## config.mk

```make
export PLATFORM = sky130hd
export DESIGN_NAME = compare_2bit
export DESIGN_NICKNAME = d
export VERILOG_FILES = /design/src/rtl/compare_2bit.sv
export SDC_FILE = /design/constraint.sdc
export NUM_CORES = 1
export LEC_CHECK = 0
export CAP_MARGIN = 20
export CORE_AREA = 8 8 49 51
export DETAILED_ROUTE_END_ITERATION = 8
export DIE_AREA = 0 0 57 59
export PLACE_DENSITY = 0.79
export SYNTH_ARGS = -nofsm -noshare
export SYNTH_HDL_FRONTEND = slang
export SYNTH_SLANG_ARGS = --single-unit
export TNS_END_PERCENT = 30
```

## constraint.sdc

```tcl
create_clock -name clk -period 1.9 [get_ports clk]
set_input_delay 0.38 -clock clk [delete_from_list [all_inputs] [get_ports clk]]
set_output_delay 0.38 -clock clk [all_outputs]
set_load 0.005 [all_outputs]
```

## src/rtl/compare_2bit.sv

```systemverilog
// compare_2bit: registered eq/lt/gt flags plus min/max of two operands; result counters under COMPARE_2BIT_STATS_EN.
// Latency: 1 cycle from an in_valid edge to out_valid.
// Backpressure: none, so every in_valid beat is accepted.
module compare_2bit #(
  parameter int WIDTH  = 2,
  parameter int SIGNED = 0,
  parameter int CNT_W  = 8
) (
  input  logic             clk,
  input  logic             rst_n,
  input  logic             in_valid,
  input  logic [WIDTH-1:0] a,
  input  logic [WIDTH-1:0] b,
  output logic             eq,
  output logic             lt,
  output logic             gt,
  output logic [WIDTH-1:0] min_out,
  output logic [WIDTH-1:0] max_out,
  output logic             out_valid,
  input  logic             stats_clr,
  output logic [CNT_W-1:0] eq_cnt,
  output logic [CNT_W-1:0] lt_cnt,
  output logic [CNT_W-1:0] gt_cnt
);

  // Flipping the sign bit maps two's-complement order onto plain unsigned order.
  localparam logic [WIDTH-1:0] SIGN_MASK = (SIGNED != 0) ? (WIDTH'(1) << (WIDTH-1)) : '0;

  logic [WIDTH-1:0] a_key, b_key;
  logic             a_lt_b, a_gt_b;

  assign a_key  = a ^ SIGN_MASK;
  assign b_key  = b ^ SIGN_MASK;
  assign a_lt_b = (a_key < b_key);
  assign a_gt_b = (a_key > b_key);

  logic             eq_q, eq_d;
  logic             lt_q, lt_d;
  logic             gt_q, gt_d;
  logic             vld_q, vld_d;
  logic [WIDTH-1:0] min_q, min_d;
  logic [WIDTH-1:0] max_q, max_d;

  always_comb begin
    eq_d  = eq_q;
    lt_d  = lt_q;
    gt_d  = gt_q;
    min_d = min_q;
    max_d = max_q;
    vld_d = in_valid;
    if (in_valid) begin
      eq_d  = ~a_lt_b & ~a_gt_b;
      lt_d  = a_lt_b;
      gt_d  = a_gt_b;
      min_d = a_gt_b ? b : a;
      max_d = a_lt_b ? b : a;
    end
  end

  always_ff @(posedge clk or negedge rst_n) begin
    if (!rst_n) begin
      eq_q  <= 1'b0;
      lt_q  <= 1'b0;
      gt_q  <= 1'b0;
      vld_q <= 1'b0;
      min_q <= '0;
      max_q <= '0;
    end else begin
      eq_q  <= eq_d;
      lt_q  <= lt_d;
      gt_q  <= gt_d;
      vld_q <= vld_d;
      min_q <= min_d;
      max_q <= max_d;
    end
  end

  assign eq        = eq_q;
  assign lt        = lt_q;
  assign gt        = gt_q;
  assign min_out   = min_q;
  assign max_out   = max_q;
  assign out_valid = vld_q;

`ifdef COMPARE_2BIT_STATS_EN
  logic [CNT_W-1:0] eq_cnt_q, eq_cnt_d;
  logic [CNT_W-1:0] lt_cnt_q, lt_cnt_d;
  logic [CNT_W-1:0] gt_cnt_q, gt_cnt_d;

  // Clear wins over a same-cycle increment; counters stick at all-ones.
  always_comb begin
    eq_cnt_d = eq_cnt_q;
    lt_cnt_d = lt_cnt_q;
    gt_cnt_d = gt_cnt_q;
    if (stats_clr) begin
      eq_cnt_d = '0;
      lt_cnt_d = '0;
      gt_cnt_d = '0;
    end else if (in_valid) begin
      if (!a_lt_b && !a_gt_b && (eq_cnt_q != '1)) eq_cnt_d = eq_cnt_q + CNT_W'(1);
      if (a_lt_b && (lt_cnt_q != '1))             lt_cnt_d = lt_cnt_q + CNT_W'(1);
      if (a_gt_b && (gt_cnt_q != '1))             gt_cnt_d = gt_cnt_q + CNT_W'(1);
    end
  end

  always_ff @(posedge clk or negedge rst_n) begin
    if (!rst_n) begin
      eq_cnt_q <= '0;
      lt_cnt_q <= '0;
      gt_cnt_q <= '0;
    end else begin
      eq_cnt_q <= eq_cnt_d;
      lt_cnt_q <= lt_cnt_d;
      gt_cnt_q <= gt_cnt_d;
    end
  end

  assign eq_cnt = eq_cnt_q;
  assign lt_cnt = lt_cnt_q;
  assign gt_cnt = gt_cnt_q;
`else
  logic unused_stats_clr;

  assign unused_stats_clr = stats_clr;
  assign eq_cnt = '0;
  assign lt_cnt = '0;
  assign gt_cnt = '0;
`endif

endmodule

```

; After elaboration in Yosys (flattened, before gate mapping)
; Index checks and enable logic that the tools add are counted.
[classes]
bitwise = 3
n_lt_le_gt_ge = 2
n_mux = 2
[op_table]
columns = op, n
row1 = $mux W2, 2
row2 = $gt A2 B2 Y1, 1
row3 = $lt A2 B2 Y1, 1
row4 = $not A1 Y1, 2
row5 = $and A1 B1 Y1, 1
[totals]
word_cells = 13
output_inout_bits = 32
input_bits = 8
register_bits = 8

; Logic depth before layout (Yosys ltp)
; Gate-level depths: netlist of the first run.
[depth]
depth_word = 3
ltp_mapped = 5
mapped_depth_nobuf = 5

; Worst setup path after synthesis of the first run
; Ideal clock, no wire load.
[synth_path]
path_type = in2reg
from = in a[1]
to = reg gt_q (netlist: gt)
required_time_ns = 1.775
setup_time_ns = 0.125
n_path_buf = 0
slack_ns = 0.579
stages = 5
arrival_ns = 1.196
path_cell_list = inv_1 > ha_1 > nor2b_1 > nor2_1 > mux2_4
[synth_via]
elab_chain_len = 1
[synth_rtl]
columns = item, line_no
row1 = "start, declared", 12  ; input logic [WIDTH-1:0] a,
row2 = $gt A2 B2 Y1, 35  ; assign a_gt_b = (a_key > b_key);
row3 = "end signal, assigned", 71  ; gt_q <= gt_d;
row4 = "end, declared", 39  ; logic gt_q, gt_d;
; Every way passes these cells.
; A chain may end at the register's enable or synchronous reset.

; Final worst setup path of the first run
; Same ends and word-level chain as after synthesis.

==> flow_summary.ini, run 1 <==
[status]
status = completed

[layout]
area_of_the_multi_input_gates_um2 = 271.5
fin_nets = 92
antennaDiodeCount = 0
layout-area-overhead-vs-synth_pct = 16.99
drive_gt1_share_pct = 11.54
most_common_cell_after_layout_fill_and_taps_aside = conb_1
design_area_um2 = 689.4
sequential_standard_cell_area_um2 = 200.2
mostFrequentLayoutCells = conb_1 (24), clkdlybuf4s50_1 (14), dfrtp_1 (8)
fillCellCount = 159

[worst_setup_path]
cpMaxStageDelayCell = clkdlybuf4s50_1
crit_buf_inv = 2
setup.worst_path.start_class = primary input
critPathMaxStageDelay_ps = 490
worstPathRequired_ps = 2040
worst-endpoint-arrival_ps = 1810
critical_path.top_delay_family = buffers and inverters
timing.critical_path.to_type = register
worstPathCellList = clkdlybuf4s50_1 -> inv_1 -> ha_1 -> nor2b_1 -> nor2_1 -> mux2_4
path_max_fanout = 4
crit_type = primary input to register

[cts]
cts_tree = yes
cts_inserted_buffers = 3
post_cts_hold_buffer_count = 0
number_of_buffers_inserted_to_repair_setup_after_cts = 0
insertion_delay_ps = 260
cts_repair_resize_count = 0
cts-htree-levels = 1
clk_pin_slew_ps = 50
cts_num_sinks = 8
clock_path_buffers = 2
clockRootBuffer = clkbuf_4

[placement]
gp_congestion = 0.7712
dpl_cell_area_um2 = 666.9
placement.io_buffers = 14
place_ws_ps = -19.69

[die]
core_mm2 = 0.001652
io_pins = 40
die_width_um = 57
rows = 15
die-area_mm2 = 0.003363
starting_density_of_the_core_pct = 35.68
die-height_um = 59

[synthesis]
syn_avg_cell_area_um2 = 9.661
yosys_register_bits = 8
synth.yosys.warnings = 0
syn-instance-count = 61
synth_sequential_area_ratio_pct = 33.97
syn_area_um2 = 589.3
number_of_distinct_library_cell_variants_in_the_gate_level_netlist_after_synthesis = 18

[timing]
rsz0062_at_grt = false
period_needed_ps = 1661
skew_ps = 0
maxClockFrequency_mhz = 601.9
final.period_utilization_pct = 87.44
final_max_slew_viol_count = 0
finalHoldViolCount = 0
report.final.setup_viol = 0
postLayoutSetupSlackWorst_ps = 238.6

[min_path]
worstHoldPathType = primary input to asynchronous set/reset pin

[pwr]
p_leak_nw = 0.3584
peakVddDrop_v = 0.0002245
power_per_cell_area_mw_per_mm2 = 665.8
post-layout-total-power_w = 0.0004590

[routing]
first_iter_violations = 9
antenna_violating_nets_post_route = 0
wl_per_cell_um = 11.41
dr.pass1.iters = 3
drc = 0
post_drt_via_cell_ratio = 3.968
vias = 377
drt-total-wl_um = 1084

[grt]
grt_pass1_wl_um = 1711
grt_max_degree = 9
grt_remaining_overflow = 0
track_usage_pct = 6.693
grt_antenna_before_repair = 0
grt_pass1_vias = 378

[flow_run]
cap_viol_max_count = 0
[stage by stage]
step / hold slack [ps] / utilization [%] / std cells / setup TNS, ps
3_5_place_dp: 505.8 / 40.38 / 92 / -19.69
2_1_floorplan: 84.41 / - / 84 / 0
4_1_cts: 412.3 / 41.74 / 95 / 0
6_report: 398.4 / 41.74 / 95 / 0
5_1_grt: 420.4 / 41.74 / 95 / 0
3_3_place_gp: 497.7 / 40.38 / 92 / 0
[power by group]
part / switching (W) / total [W] / internal (W)
clock: 0.0000589 / 0.000131 / 0.0000723
combinational: 0.0000540 / 0.000128 / 0.0000739
sequential: 0.00000932 / 0.000200 / 0.000191
[cell usage after synthesis]
cell | number | share of area (%)
ha_1 | 4 | 8.5
buf_4 | 24 | 31
mux2i_1 | 1 | 1.7
mux2_4 | 1 | 2.5
nand3_1 | 1 | 0.85
a31oi_1 | 2 | 2.1
mux2_2 | 2 | 3.8
nor2_1 | 3 | 1.9
nor2b_1 | 1 | 1.1
nand2_1 | 2 | 1.3
o21ba_4 | 1 | 2.8
o21bai_1 | 1 | 1.3
buf_2 | 1 | 0.85
nand3b_1 | 1 | 1.3
o21ai_0 | 2 | 1.7
conb_1 | 1 | 0.64
dfrtp_1 | 8 | 34
inv_1 | 5 | 3.2
[logic make-up (layout without fill, tap and decap cells)]
logic type / count (synthesis) / in the layout / share of synthesized area (%)
AOI/OAI and AO/OA: 6 / 6 / 7.857
adders and majority gates: 4 / 4 / 8.493
buffers and inverters: 30 / 24 / 34.61
DFF: 8 / 8 / 33.97
muxes: 4 / 4 / 8.067
other: 1 / 24 / 0.6363
and+or+nand+nor: 8 / 8 / 6.370
[registers in the layout, indices dropped and copies added, names as in the netlist]
name / flops
lt: 1
gt: 1
min_out: 2
eq: 1
max_out: 2
out_valid: 1
[final timing paths]
check	from	end	slack, ps	cells past startpoint
hold reg to reg	gt$_DFFE_PN0P_	gt$_DFFE_PN0P_	510	1
min in group clk	gt$_DFFE_PN0P_	gt$_DFFE_PN0P_	510	1
setup / recovery	a[1]	gt$_DFFE_PN0P_	240	6
setup reg to reg	gt$_DFFE_PN0P_	gt$_DFFE_PN0P_	1150	1
hold / removal	rst_n	gt$_DFFE_PN0P_	400	1
max in group asynchronous	rst_n	min_out[1]$_DFFE_PN0P_	1240	1
[final cells by class]
class / instances / area share [%]
Clock buffer: 3 / 3.267
Inverter: 5 / 2.722
Multi-Input combinational cell: 46 / 39.38
Sequential cell: 8 / 29.04
Tap cell: 17 / 3.085
Timing Repair Buffer: 16 / 22.50
[per-layer routing]
layer / routed length, µm / vias up / share of wire, % / track usage [%]
met4: 30 / 0 / 2.8 / 5.034
met2: 486 / 25 / 45 / 10.08
li1: - / 181 / - / -
met5: 0 / - / 0 / 0
met3: 141 / 5 / 13 / 4.721
met1: 424 / 166 / 39 / 6.211
No activity file was read; power rests on OpenSTA's default activity.
==> run 2, diff against run 1 <==
--- a/config.mk
+++ b/config.mk
@@ -9,6 +9,7 @@
 export CORE_AREA = 8 8 49 51
 export DETAILED_ROUTE_END_ITERATION = 8
 export DIE_AREA = 0 0 57 59
+export GPL_ROUTABILITY_DRIVEN = 0
 export PLACE_DENSITY = 0.79
 export SYNTH_ARGS = -nofsm -noshare
 export SYNTH_HDL_FRONTEND = slang
==> results of run 2 <==
The final DEF is identical to that of run 1; final timing and power are the same.
==> run 3, diff against run 2 <==
--- a/config.mk
+++ b/config.mk
@@ -6,11 +6,13 @@
 export NUM_CORES = 1
 export LEC_CHECK = 0
 export CAP_MARGIN = 20
-export CORE_AREA = 8 8 49 51
+export CELL_PAD_IN_SITES_DETAIL_PLACEMENT = 1
+export CELL_PAD_IN_SITES_GLOBAL_PLACEMENT = 1
+export CORE_AREA = 8 8 62 64
 export DETAILED_ROUTE_END_ITERATION = 8
-export DIE_AREA = 0 0 57 59
+export DIE_AREA = 0 0 70 72
 export GPL_ROUTABILITY_DRIVEN = 0
-export PLACE_DENSITY = 0.79
+export PLACE_DENSITY = 0.69
 export SYNTH_ARGS = -nofsm -noshare
 export SYNTH_HDL_FRONTEND = slang
 export SYNTH_SLANG_ARGS = --single-unit
==> constraint.sdc (replaced) <==
create_clock -name clk -period 1.5 [get_ports clk]
set_input_delay 0.3 -clock clk [delete_from_list [all_inputs] [get_ports clk]]
set_output_delay 0.3 -clock clk [all_outputs]
set_load 0.005 [all_outputs]
==> run 3 against run 2 <==
Against the previous run:
- cell count increased by 21%
- highest routed layer is now met3
- register-to-register slack got worse by 410 ps
- global-route usage decreased by 1.6 points
- clock power increased by 22%
- non-clock buffer count increased by 4
==> flow_summary.ini, run 3 (synthesis gave the netlist of run 1 again) <==
[routing]
vias = 393
wl_per_cell_um = 10.70
first_iter_violations = 3
drt-total-wl_um = 1230
antenna_violating_nets_post_route = 0
dr.pass1.iters = 4
drc = 0
post_drt_via_cell_ratio = 3.417

[cts]
cts_tree = yes
cts-htree-levels = 1
cts_inserted_buffers = 3
clock_path_buffers = 2
number_of_buffers_inserted_to_repair_setup_after_cts = 0
clockRootBuffer = clkbuf_4
clk_pin_slew_ps = 50
cts_num_sinks = 8
insertion_delay_ps = 250
post_cts_hold_buffer_count = 0

[layout]
final_cell_count_no_fill = 115
fillCellCount = 364
fin_nets = 96
layout-area-overhead-vs-synth_pct = 29.72
sequential_standard_cell_area_um2 = 200.2
drive_gt1_share_pct = 21.95
area_of_the_multi_input_gates_um2 = 294.0
most_common_cell_after_layout_fill_and_taps_aside = conb_1
mostFrequentLayoutCells = conb_1 (24), clkdlybuf4s50_1 (13), dfrtp_1 (8)
antennaDiodeCount = 0

[grt]
grt_antenna_before_repair = 0
track_usage_pct = 5.111
grt_pass1_wl_um = 2125
grt_pass1_vias = 466
grt_max_degree = 9
grt_remaining_overflow = 0

[worst_setup_path]
setup.worst_path.start_class = primary input
cells_on_worst_reg2reg_path = 1
crit_type = primary input to register
worstPathRequired_ps = 1630
path_max_fanout = 4
critical_path.reg2reg.endpoint = gt$_DFFE_PN0P_
worst-endpoint-arrival_ps = 1590
critical_path.reg2reg.startpoint = gt$_DFFE_PN0P_
reg2reg_slack_ps = 740
timing.critical_path.to_type = register

[timing]
hold_ws_ps = 332.3
skew_ps = 0
finalHoldViolCount = 0
maxClockFrequency_mhz = 685.1
report.final.setup_viol = 0
final.period_utilization_pct = 97.31
final_max_slew_viol_count = 0
rsz0062_at_grt = false
period_needed_ps = 1460

[placement]
placement.io_buffers = 14
placed_cells_incl_taps = 112
dpl.hpwl_um = 1151

[pwr]
peakVddDrop_v = 0.0004180
p_leak_nw = 0.3903
power_per_cell_area_mw_per_mm2 = 782.3

[die]
die_width_um = 70
die-height_um = 72
starting_density_of_the_core_pct = 20.30
io_pins = 40
core_mm2 = 0.002903
rows = 20
die-area_mm2 = 0.005040

[min_path]
worstHoldPathType = primary input to asynchronous set/reset pin

[status]
status = completed

[flow_run]
cap_viol_max_count = 0
## run 3: cell types whose count changed in the layout (fill, tap and decap cells not counted), sizes merged
cell | before | now
buf | 2 | 6
dlymetal6s2s | 0 | 1
clkdlybuf4s50 | 14 | 13
## run 3: cell type report
class | count | share of cell area, %
multi-input combinational | 46 | 38.46
sequential | 8 | 26.19
timing repair buffer | 20 | 24.55
tap | 33 | 5.401
clock buffer | 3 | 2.946
inverter | 5 | 2.455
## run 3: worst max-delay path, cell delays in order
cell and delay, ps:
clkdlybuf4s50_1 420, buf_4 140, ha_1 190, o21ba_4 240, nor2_1 50, mux2_4 250
## run 3: power breakdown
part	switching [W]	internal [W]	total, W	leakage (nW)
clock	0.0000686	0.0000912	0.000160	0.0138
combinational	0.0000748	0.000108	0.000183	0.282
sequential	0.0000136	0.000241	0.000255	0.0950
total	0.000157	0.000441	0.000598	0.390
## run 3: through the flow
stage / cell area, µm² / util, % / power [W] / setup TNS, ps / setup WS, ps
finish: 764.5 / 26.34 / 0.0005981 / 0 / 40.31
global route: 764.5 / 26.34 / 0.0006455 / 0 / 10.61
CTS: 758.2 / 26.12 / 0.0006100 / 0 / 12.02
detailed placement: 716.9 / 24.70 / 0.0004343 / -1419 / -340.1
global placement: 716.9 / 24.70 / 0.0004261 / -1214 / -287.7
floorplan: 675.6 / - / 0.0003760 / 0 / 259.0
## run 3: worst max path at each step
stage                     from  slack, ps                      to  depth (start not counted)
after global placement    a[1]       -290  min_out[0]$_DFFE_PN0P_                          7
after CTS                 a[0]         10  min_out[0]$_DFFE_PN0P_                          7
after floorplan           a[1]        260          gt$_DFFE_PN0P_                          5
after global routing      a[1]         10          gt$_DFFE_PN0P_                          6
final                     a[1]         40          gt$_DFFE_PN0P_                          6
after detailed placement  b[1]       -340  min_out[0]$_DFFE_PN0P_                          7
## run 3: metal layers
layer	GRT usage [%]	wire length, µm	share of wire (%)
met1	4.747	433	35
met2	8.934	669	54
met3	3.547	128	10
met4	1.339	0	0
met5	0	0	0
## run 3: timing repair
action	4_1_cts	5_1_grt
hold endpoints to repair	0	0
setup endpoints to repair	3	2
gates resized for setup	4	3
